[src/rtl/clint_timer_regs.sv]
// clint_timer_regs: core-local interruptor registers (msip, mtimecmp, meip, mtime) behind a one-entry command buffer; define CLINT_MTIME_HI_EN to map 0xBFFC as read-only mtime_hi
module clint_timer_regs #(
  parameter int ds_width_p = 5,
  parameter int ds_ratio_p = 8
) (
  input  logic        clk_i,
  input  logic        reset_i,
  input  logic        cmd_v_i,
  output logic        cmd_ready_o,
  input  logic        cmd_we_i,
  input  logic [15:0] cmd_addr_i,
  input  logic [63:0] cmd_wdata_i,
  output logic        resp_v_o,
  output logic        resp_we_o,
  output logic [15:0] resp_addr_o,
  output logic [63:0] resp_rdata_o,
  input  logic        resp_yumi_i,
  output logic        software_irq_o,
  output logic        timer_irq_o,
  output logic        external_irq_o
);
  localparam logic [ds_width_p-1:0] ds_reload_lp = ds_width_p'(ds_ratio_p - 1);
  logic                  full_q, full_d, we_q, msip_q, msip_d, meip_q, meip_d;
  logic [15:0]           addr_q;
  logic [63:0]           wdata_q, mtime_q, mtime_d, mtimecmp_q, mtimecmp_d;
  logic [ds_width_p-1:0] ds_q, ds_d;
  logic                  acc, deq, commit, strobe;
  logic                  sel_msip, sel_cmp, sel_meip, sel_mtime, sel_hi;
  assign acc       = cmd_v_i & ~full_q;
  assign deq       = full_q & resp_yumi_i;
  assign commit    = deq & we_q;
  assign strobe    = ds_q == '0;
  assign sel_msip  = addr_q == 16'h0000;
  assign sel_cmp   = addr_q == 16'h4000;
  assign sel_meip  = addr_q == 16'hB000;
  assign sel_mtime = addr_q == 16'hBFF8;
`ifdef CLINT_MTIME_HI_EN
  assign sel_hi    = addr_q == 16'hBFFC;
`else
  assign sel_hi    = 1'b0;
`endif
  // Next state: buffer occupancy, prescaler, and register writes committed on dequeue
  always_comb begin
    full_d     = acc ? 1'b1 : deq ? 1'b0 : full_q;
    ds_d       = strobe ? ds_reload_lp : ds_q - ds_width_p'(1);
    mtime_d    = (commit & sel_mtime) ? wdata_q : mtime_q + 64'(strobe);
    mtimecmp_d = (commit & sel_cmp) ? wdata_q : mtimecmp_q;
    msip_d     = (commit & sel_msip) ? wdata_q[0] : msip_q;
    meip_d     = (commit & sel_meip) ? wdata_q[0] : meip_q;
  end
  // State registers; reset drops any pending command
  always_ff @(posedge clk_i or posedge reset_i) begin
    if (reset_i) begin
      full_q     <= 1'b0;
      ds_q       <= ds_reload_lp;
      mtime_q    <= '0;
      mtimecmp_q <= '0;
      msip_q     <= 1'b0;
      meip_q     <= 1'b0;
    end else begin
      full_q     <= full_d;
      ds_q       <= ds_d;
      mtime_q    <= mtime_d;
      mtimecmp_q <= mtimecmp_d;
      msip_q     <= msip_d;
      meip_q     <= meip_d;
    end
  end
  // Command payload captured on accept; no reset needed since full_q qualifies it
  always_ff @(posedge clk_i) begin
    if (acc) begin
      we_q    <= cmd_we_i;
      addr_q  <= cmd_addr_i;
      wdata_q <= cmd_wdata_i;
    end
  end
  // A consume strobe with nothing buffered is a protocol error and is ignored
  always_ff @(posedge clk_i) begin
    if (!reset_i) assert (!(resp_yumi_i && !full_q));
  end
  assign cmd_ready_o    = ~full_q;
  assign resp_v_o       = full_q;
  assign resp_we_o      = we_q;
  assign resp_addr_o    = addr_q;
  assign resp_rdata_o   = ({64{sel_msip}}  & {63'b0, msip_q})
                        | ({64{sel_cmp}}   & mtimecmp_q)
                        | ({64{sel_meip}}  & {63'b0, meip_q})
                        | ({64{sel_mtime}} & mtime_q)
                        | ({64{sel_hi}}    & {32'b0, mtime_q[63:32]});
  assign software_irq_o = msip_q;
  assign external_irq_o = meip_q;
  assign timer_irq_o    = mtime_q >= mtimecmp_q;
endmodule

[config.mk]
export PLATFORM = sky130hd
export DESIGN_NAME = clint_timer_regs
export DESIGN_NICKNAME = d
export VERILOG_FILES = /design/src/rtl/clint_timer_regs.sv
export SDC_FILE = /design/constraint.sdc
export NUM_CORES = 1
export LEC_CHECK = 0
export BUFFER_PORTS_ARGS = -buffer_cell sky130_fd_sc_hd__buf_2
export CAP_MARGIN = 5
export CORE_ASPECT_RATIO = 0.7
export CORE_UTILIZATION = 40
export CTS_CLUSTER_SIZE = 10
export DETAILED_ROUTE_END_ITERATION = 12
export PLACE_DENSITY = 0.69
export SYNTH_ARGS = -nofsm -noshare
export SYNTH_HDL_FRONTEND = slang
export SYNTH_SLANG_ARGS = --single-unit
[constraint.sdc]
create_clock -name clk_i -period 4.7 [get_ports clk_i]
set_input_delay 0.47 -clock clk_i [delete_from_list [all_inputs] [get_ports clk_i]]
set_output_delay 0.47 -clock clk_i [all_outputs]
set_load 0.05 [all_outputs]
==> impl_metrics.ini <==
[yosys]
ys.flop_type = dfrtp_1
synth_cells = 967
synth_cell_type_count = 49
synthArstFlopShare = 0.627
ys_ff_latch = 217
netlist_area_um2 = 11000
synth_fp_nets = 1120
yosysSeqAreaShare = 0.530
synth_edf_count = 81
yosysWarnings = 0
synth_area_per_cell_um2 = 11.4

[die]
die_area_um2 = 28200
start_util = 0.410
rows = 50
fp.dieH_um = 141
die_w_um = 200
num_io_pins = 171
core_area_um2 = 26900

[global_routing]
grt_overflow = 0
grt_antenna_before_repair = 2
grt_pass1_vias = 7980
grt_pass1_wl_um = 44200
grt_max_degree = 76
grt_usage = 0.197

[power_and_ir_drop]
intPower_w = 0.00318
p_clk_frac = 0.449
p_seq_frac = 0.503
p_leak_nw = 6.00
power.density_nw_per_um2 = 317
switching_share = 0.231
peakVddDrop_mv = 0.261
pwr-share-comb = 0.048
p_sw_w = 0.000956

[critical_path]
reg2reg_depth = 13
crit_fanout = 39
r2r_setup_slack_ps = 1310
critPathCaptureType = output port
r2r-end = mtime_q[60]
arrival_ps = 3180
cp-start-kind = flip-flop
r2r_start = ds_q[0]
crit_required_ps = 4230
critPathKind = flip-flop to output port

[timing]
slew_viol_final = 0
period_minus_slack_ps = 3650
rsz0062_at_grt = false
max_freq_ghz = 0.274
post-route-period-util = 0.777
relSlewSlack = 0.401
worst_slack_ps = 1050
fin_tns_setup_ps = 0
skew_ps = 17.9
finalHoldViolCount = 0
tightest_slew_ps = 891
setup_viol = 0

[clock_network]
cts-buffers-inserted = 26
cts_tree = done
clk_latency_ps = 530
cts_resized = 0
h-tree-depth = 1
postCtsSetupRepairBufs = 0
cts_hold_buf = 0
clockRootBuffer = clkbuf_16
path_clk_slew_ps = 60
clkSinkCount = 217
cts_buffer_depth = 3

[final_layout]
final_common_cell = buf_2
stdcell_count = 1524
final_cell_mix = 170 x buf_2, 133 x dfrtp_1, 106 x nand2_1
area_delta_synth_final_pct = 18.2
multi_input_area_um2 = 4710
nFillCells = 2485
layout-drive-gt1-share = 0.252
fin_nets = 1291
seqCellArea_um2 = 5840

[outcome]
status = complete, no violations

[min_path]
min-delay-path-class = primary input to asynchronous set/reset pin

[detailed_routing]
ant_nets = 0
first_iter_violations = 440
route.detailed.wl_per_inst_um = 18.1
viasPerCell = 5.32
num_vias = 8102
routed_wl_um = 27500
drtPass1Iterations = 5
drc = 0

[place]
gp_congestion = 0.813
dp_slack_ps = 1350
place_inst = 1474
port_buffers = 170
dp_hpwl_um = 19100

[flow_run]
cap_violations = 0
## metrics by stage
stage | instance area [um^2] | hold slack, ps | util | power [W]
global placement | 12300 | 446 | 0.456 | 0.00231
floorplan | 11000 | 428 | - | 0.00222
finish | 13000 | 93.8 | 0.484 | 0.00414
CTS | 13000 | 88.2 | 0.484 | 0.00419
detailed placement | 12300 | 444 | 0.456 | 0.00232
global route | 13000 | 83.1 | 0.484 | 0.00429
## worst max path at each step
stage	slack (ps)	start	to
2_1_floorplan	600	reset_i	ds_q[3]
3_3_place_gp	1540	ds_q[0]	mtime_q[54]
3_5_place_dp	1350	ds_q[0]	mtime_q[60]
4_1_cts	930	mtime_q[5]	timer_irq_o
5_1_grt	860	mtime_q[5]	timer_irq_o
6_report	1050	resp_addr_o[8]	resp_rdata_o[24]
## critical path: stages (launching register included)
cell,delay (ps)
edfxtp_1,430
nor4_1,400
nand4_1,160
or4_1,490
nor2_4,120
buf_4,430
a22o_1,290
buf_2,290
## power groups by stage
stage | logic, W | registers, W | clock network [W]
floorplan | 0.0000806 | 0.00214 | 0
global placement | 0.000202 | 0.00211 | 0
detailed placement | 0.000205 | 0.00211 | 0
CTS | 0.000206 | 0.00208 | 0.00190
global route | 0.000219 | 0.00208 | 0.00198
finish | 0.000200 | 0.00208 | 0.00186
## layout make-up
| cell class | count | area share |
|---|---|---|
| Tap cell | 364 | 0.0349 |
| Clock inverter | 1 | 0.000672 |
| Antenna cell | 2 | 0.000384 |
| Sequential cell | 217 | 0.448 |
| Clock buffer | 47 | 0.0584 |
| Multi-Input combinational cell | 636 | 0.362 |
| Inverter | 75 | 0.0218 |
| Timing Repair Buffer | 182 | 0.0741 |
## flip-flops by register name, indices dropped and copies added, names as in the netlist
register	cells
resp_addr_o	16
ds_q	5
mtimecmp_q	64
wdata_q	64
resp_we_o	1
resp_v_o	1
external_irq_o	1
mtime_q	64
software_irq_o	1
## metal layers
layer	vias up	GRT usage	part of all wire
met5	-	0	0
met4	0	0.0342	0.013
met3	34	0.0423	0.070
met2	246	0.293	0.43
met1	3965	0.295	0.49
li1	3857	-	-
## cell families after synthesis
logic type      count (synthesis)  synth area share
simple gates                  256             0.121
flops                         217             0.530
buf+inv                       114            0.0449
compound gates                187             0.113
xor+xnor                       59            0.0469
mux                            66            0.0674
fa+ha+maj                      68            0.0772
## Yosys cell counts, types with 13 or more instances
cell type    n  area share
a21o_1      13      0.0089
a21oi_1     25       0.011
a22o_1      64       0.051
and3_1      16      0.0091
buf_2       18      0.0082
clkbuf_1    15      0.0051
dfrtp_1    133        0.30
edfxtp_1    81        0.22
ha_1        68       0.077
inv_1       75       0.026
mux2_2      63       0.064
nand2_1    106       0.036
nand3_1     30       0.014
nand4_1     34       0.019
nor2_1      17      0.0058
o21ai_0     68       0.031
xor2_1      47       0.037
No activity file was read; power rests on OpenSTA's default activity.
